## src/rtl/iobus_arbiter.sv

```systemverilog
// iobus_arbiter: round-robin two-master arbiter serialising transactions onto the single iobus port
//   clk, reset                     clock, async active-high reset
//   mN_req/memwrite/addr/wd        master N request and attributes (held until mN_ack)
//   mN_gnt/ack/rdata               ownership, one-cycle completion pulse, read data during ack
//   bus_memwrite/addr/wd, bus_rd   iobus side
module iobus_arbiter #(
  parameter int RD_LATENCY = 1
) (
  input  logic        clk,
  input  logic        reset,
  input  logic        m0_req,
  input  logic [1:0]  m0_memwrite,
  input  logic [31:0] m0_addr,
  input  logic [31:0] m0_wd,
  output logic        m0_gnt,
  output logic        m0_ack,
  output logic [31:0] m0_rdata,
  input  logic        m1_req,
  input  logic [1:0]  m1_memwrite,
  input  logic [31:0] m1_addr,
  input  logic [31:0] m1_wd,
  output logic        m1_gnt,
  output logic        m1_ack,
  output logic [31:0] m1_rdata,
  output logic [1:0]  bus_memwrite,
  output logic [31:0] bus_addr,
  output logic [31:0] bus_wd,
  input  logic [31:0] bus_rd
);
  localparam logic [1:0] IDLE = 2'd0, ISSUE = 2'd1, WAIT = 2'd2, RESP = 2'd3;
  logic [1:0]  state;
  logic        last_gnt;
  logic        owner;
  logic [2:0]  cnt;
  logic [1:0]  cap_mw;
  logic [31:0] cap_addr;
  logic [31:0] cap_wd;
  logic [31:0] cap_rd;
  logic        pick;
  logic        held;
  logic        resp_rd;
  // on contention the master that did not win last time goes next
  assign pick = (m0_req && m1_req) ? ~last_gnt : m1_req;
  always_ff @(posedge clk or posedge reset) begin
    if (reset) begin
      state    <= IDLE;
      last_gnt <= 1'b1;
      owner    <= 1'b0;
      cnt      <= 3'd0;
      cap_mw   <= 2'd0;
      cap_addr <= 32'd0;
      cap_wd   <= 32'd0;
      cap_rd   <= 32'd0;
    end else begin
      case (state)
        IDLE: if (m0_req || m1_req) begin
          owner    <= pick;
          last_gnt <= pick;
          cap_mw   <= pick ? m1_memwrite : m0_memwrite;
          cap_addr <= pick ? m1_addr : m0_addr;
          cap_wd   <= pick ? m1_wd : m0_wd;
          state    <= ISSUE;
        end
        ISSUE: if (cap_mw != 2'd0) begin
          state <= RESP;
        end else if (RD_LATENCY == 1) begin
          cap_rd <= bus_rd;
          state  <= RESP;
        end else begin
          cnt   <= 3'(RD_LATENCY - 1);
          state <= WAIT;
        end
        WAIT: begin
          cnt <= cnt - 3'd1;
          if (cnt == 3'd1) begin
            cap_rd <= bus_rd;
            state  <= RESP;
          end
        end
        default: state <= IDLE;
      endcase
    end
  end
  assign held         = (state == ISSUE) || (state == WAIT);
  assign resp_rd      = (state == RESP) && (cap_mw == 2'd0);
  assign m0_gnt       = (state != IDLE) && !owner;
  assign m1_gnt       = (state != IDLE) && owner;
  assign m0_ack       = (state == RESP) && !owner;
  assign m1_ack       = (state == RESP) && owner;
  assign m0_rdata     = (resp_rd && !owner) ? cap_rd : 32'd0;
  assign m1_rdata     = (resp_rd && owner) ? cap_rd : 32'd0;
  assign bus_memwrite = (state == ISSUE) ? cap_mw : 2'd0;
  assign bus_addr     = held ? cap_addr : 32'd0;
  assign bus_wd       = held ? cap_wd : 32'd0;
endmodule
```

## config.mk

```make
export PLATFORM = sky130hd
export DESIGN_NAME = iobus_arbiter
export DESIGN_NICKNAME = d
export VERILOG_FILES = /design/src/rtl/iobus_arbiter.sv
export SDC_FILE = /design/constraint.sdc
export NUM_CORES = 1
export LEC_CHECK = 0
export ABC_AREA = 1
export ABC_CLOCK_PERIOD_IN_PS = 3900
export CORE_MARGIN = 1.5
export CORE_UTILIZATION = 30
export CTS_CLUSTER_SIZE = 8
export DETAILED_ROUTE_END_ITERATION = 8
export GPL_TIMING_DRIVEN = 1
export PLACE_DENSITY = 0.62
export SYNTH_ARGS = -nofsm -noshare
export SYNTH_HDL_FRONTEND = slang
export SYNTH_SLANG_ARGS = --single-unit
```

## constraint.sdc

```tcl
create_clock -name clk -period 3.9 [get_ports clk]
set_input_delay 0.39 -clock clk [delete_from_list [all_inputs] [get_ports clk]]
set_output_delay 0.39 -clock clk [all_outputs]
set_load 0.03 [all_outputs]
```

---- Word level (Yosys, flattened, before mapping) ----
Cells that the tools add are included.
W data, S select, Z words.
word-level totals
  word-level logic and storage cells ...... 51
  ROM bits ................................ 0
  bits in latches ......................... 0
  memories kept ........................... 0
  input port bits ......................... 168
  output and inout bits ................... 134
  flip-flop bits (word level) ............. 105
  bits in writable memories ............... 0
cells by class
  add/subtract/negate cells ............... 1
  muxes and demuxes ....................... 15
  bitwise gates (word level) .............. 1
  multiply operators ...................... 0
  reduce and logical (&&, ||, !) cells .... 19
  eq/ne operators ......................... 7
  shift operators ......................... 0
  $lt $le $gt $ge ......................... 0
  div/mod/pow operators ................... 0
operators by type and width
  operator               number
  $mux W32               8
  $pmux W32 S2           1
  $logic_and A1 B1 Y1    8
  $mux W2                4
  $ne A2 B2 Y1 const B   3
  $pmux W2 S3            1
  $reduce_bool A2 Y1     3
  $eq A2 B2 Y1 const B   2
  $logic_not A2 Y1       2
  $reduce_and A2 Y1      2
  $eq A3 B1 Y1 const B   1
  $reduce_and A3 Y1      1
  $sub A3 B1 Y3 const B  1
  $eq A2 B1 Y1 const B   1
  $logic_or A1 B1 Y1     2
  $logic_not A1 Y1       1
  $mux W1                1
  $not A1 Y1             1

---- Logic depth before layout (Yosys ltp) ----
  depth in word-level cells ............... 4
  mapped depth ............................ 9

---- Least setup slack after synthesis ----
OpenSTA, ideal clock, no wires.
  path type ............................... register -> output
  from .................................... register state[0]
  to ...................................... output port bus_addr[11]
  path buffers ............................ 2
  data required time ...................... 3.510 ns
  slack ................................... 1.980 ns
  stages on the path, launching flop included .. 7
  arrival time ............................ 1.530 ns
  cell sequence ........................... dfrtp_1 inv_1 ha_1 clkbuf_1 clkbuf_1 nand2_1 inv_1
on the way
  longest elaborated chain between the ends .. 3
  elaborated cells on any way between the ends .. 4
ends and longest elaborated chain
  element                                       RTL line  RTL
  start, declared                               31        logic [1:0] state;
  start signal, assigned                        46        state <= IDLE;
  start signal, assigned                        62        state <= ISSUE;
  start signal, assigned                        65        state <= RESP;
  $eq A2 B1 Y1 or $eq A2 B2 Y1 (tied branches)  84        assign held = (state == ISSUE) || (state == WAIT);
  $logic_or A1 B1 Y1 (*)                        84
  $mux W32 (*)                                  93        assign bus_addr = held ? cap_addr : 32'd0;
  end, declared                                 26        output logic [31:0] bus_addr,
Every way passes the cells marked *; elsewhere a longest branch is shown, timed or not.

---- Final worst setup path ----
  from .................................... register state[0]
  to ...................................... output port bus_wd[3]
on the way
  longest elaborated chain between the ends .. 3
  elaborated cells on any way between the ends .. 4
ends and longest elaborated chain
  element                                       RTL line  RTL
  $eq A2 B1 Y1 or $eq A2 B2 Y1 (tied branches)  84
  $logic_or A1 B1 Y1 (*)                        84
  $mux W32 (*)                                  94        assign bus_wd = held ? cap_wd : 32'd0;
  end, declared                                 27        output logic [31:0] bus_wd,
Marked as above.

==> impl_metrics.tcl <==
set metrics [dict create \
    fin_crit_ps 2990 \
    grt_pass1_vias 6165 \
    htree_levels 3 \
    die_height_um 146 \
    path_buf_inv 4 \
    vias_per_cell 4.35 \
    final-seq-area_sq_um 2630 \
    antenna_left 0 \
    placed_cell_area_sq_um 9370 \
    synth_seq_area_share_pct 42.6 \
    hp-class "in -> reg" \
    post_cts_resized 0 \
    path_cells "inv_1 -> ha_2 -> buf_12 -> nand2_1 -> inv_1 -> clkdlybuf4s50_1" \
    rsz0062_at_grt "false" \
    crit_family "buffers and inverters" \
    initial_utilization_pct 30.5 \
    place_ws_ps 1260 \
    cts_buffers 9 \
    portBuffers 301 \
    holdPathEnd "last_gnt" \
    drive_gt1_share_pct 3.23 \
    placementRows 52 \
    fin_area_sq_um 9670 \
    crit_path_start_kind "register" \
    nets 1376 \
    setup_tns_ps 0 \
    grtUsageTotal_pct 19.0 \
    top_level_ports 302 \
    whs_path_depth 3 \
    hold_viol 0 \
    grt_max_degree 68 \
    peakVddDrop_v 0.000488 \
    core_area_sq_um 20200 \
    antenna_found_initial 1 \
    min-delay-start "m1_req" \
    cp_slowest_cell "clkdlybuf4s50_1" \
    critPathKind "reg -> out" \
    fp.dieW_um 146 \
    critPathRequiredTime_ps 3510 \
    drt_iter0_drc 215 \
    synth_cells 935 \
    end_kind "output pin" \
    holdBufCountCts 0 \
    max_freq_ghz 0.334 \
    layout_common_cells "396 x nand2_1, 300 x clkdlybuf4s50_1, 147 x inv_1" \
    ys_types 21 \
    tightest_slew_ps 1110 \
    reg2reg_slack_ps 1790 \
    cts_sinks 105 \
    detailedPlacementHpwl_um 14300 \
    final_common_cell "nand2_1" \
    setup_viol 0 \
    fin_ws_ps 909 \
    r2r-start "state[0]" \
    clk_pin_slew_ps 70 \
    reg2regPathDepth 7 \
    drcViolationCount 0 \
    overflow 0 \
    area_growth_pct 56.6 \
    vias 6422 \
    worst_skew_pair.late_latency_ps 350 \
    r2r-end "cap_rd[11]" \
    cts_tree "yes" \
    synth_nets 1109 \
    drt-pass1-iter-count 6 \
    grt_first_pass_wirelength_um 32700 \
    cpMostUsedCell "inv_1" \
    gp_congestion 0.803 \
    power_leakage_nw 5.18 \
    slew_headroom_pct 25.8 \
    antennaDiodeCount 0 \
    cts_setup_buffers 0 \
    power.total_mw 7.54 \
    outcome "finished, final reports clean" \
    multiInputGateArea_sq_um 2700 \
    max_stage_delay_ps 670 \
    n_fill_cell 2086 \
    power.density_nw_per_um2 780 \
    wl_per_cell_um 13.6 \
    die_area_sq_um 21400 \
    period_share_pct 76.7 \
    crit_fanout 43 \
    finish.utilization_pct 47.8 \
    cts_buffer_depth 2 \
    ys_ff_latch 105 \
    wl_um 20100 \
    syn_avg_cell_area_sq_um 6.60 \
    synthesis.area_sq_um 6170 \
    drv_slew 0 \
    cp_data_arrival_time_ps 2600 \
    finalClockSkew_ps 8.96 \
    cts-root-buf "clkbuf_16" \
    max_cap_viol_count 0 \
    yosys_warnings 0 \
]
## final cells by class
| type | count | share of cell area, % |
|---|---|---|
| Tap cell | 270 | 3.50 |
| Inverter | 149 | 5.81 |
| Sequential cell | 105 | 27.2 |
| Timing Repair Buffer | 315 | 32.5 |
| Multi-Input combinational cell | 622 | 27.9 |
| Clock buffer | 11 | 2.51 |
| Clock inverter | 5 | 0.570 |
## synth_stat cells
cell type  number  area share, %
nand2_1       398             24
buf_4           9            1.1
o21ai_2         1           0.14
inv_2           1          0.061
clkbuf_1       25            1.5
nor2_1         70            4.3
buf_1           1          0.061
nor2_2          1           0.10
buf_2          23            1.9
a21oi_1         1          0.081
dfrtp_1       104             42
ha_1            6            1.2
buf_6           1           0.18
o21ai_0         1          0.081
nand3b_1       38            4.6
nand4_1         2           0.20
nand3_1       101            8.2
inv_1         148            9.0
o21ai_4         1           0.26
xor2_1          2           0.28
dfstp_2         1           0.43
## worst max path at each step
stage / start / endpoint / slack, ps / cells past startpoint
6_report: state[0] / bus_wd[3] / 910 / 6
5_1_grt: state[0] / m0_rdata[26] / 720 / 5
4_1_cts: state[0] / bus_addr[29] / 860 / 6
3_5_place_dp: state[0] / bus_addr[29] / 1260 / 6
3_3_place_gp: state[0] / m1_rdata[20] / 1280 / 5
2_1_floorplan: reset / cap_addr[0] / 750 / 1
## stage by stage
| step | cells | hold WS [ps] |
|---|---|---|
| floorplan | 935 | 442 |
| global placement | 1461 | 455 |
| detailed placement | 1461 | 459 |
| CTS | 1477 | 369 |
| global route | 1477 | 411 |
| finish | 1477 | 397 |
## logic make-up after synthesis
kind of cell / Yosys count / share of synthesized area (%)
simple gates: 610 / 41.6
compound gates: 4 / 0.567
fa+ha+maj: 6 / 1.22
buf+inv: 208 / 13.8
flops: 105 / 42.6
xor+xnor: 2 / 0.284
## sequential cells by signal, indices dropped and copies added, names as in the netlist
signal	cells
cnt	3
cap_wd	32
cap_mw	2
last_gnt	1
state	2
owner	1
cap_addr	32
cap_rd	32
## worst reg2reg max path, cell delays in order, from the launching register on
cell     delay (ps)
dfrtp_1         410
inv_1           100
ha_1            300
nor2_1           90
nor2_2          120
nand2_1         650
nand2_1         270
nand2_1          70
## report_power, final
part	switching, mW	leakage [nW]	internal [mW]
Sequential	0.319	1.29	1.64
Combinational	2.93	3.75	1.73
Clock	0.406	0.142	0.514
Total	3.66	5.18	3.88
## per-layer routing
metal | up-vias | wire length, um | track usage [%]
li1 | 3301 | - | -
met1 | 2891 | 8830 | 24.5
met2 | 207 | 9520 | 31.4
met3 | 23 | 1340 | 4.50
met4 | 0 | 378 | 6.06
met5 | - | 0 | 0
(Power assumes the default switching activity.)
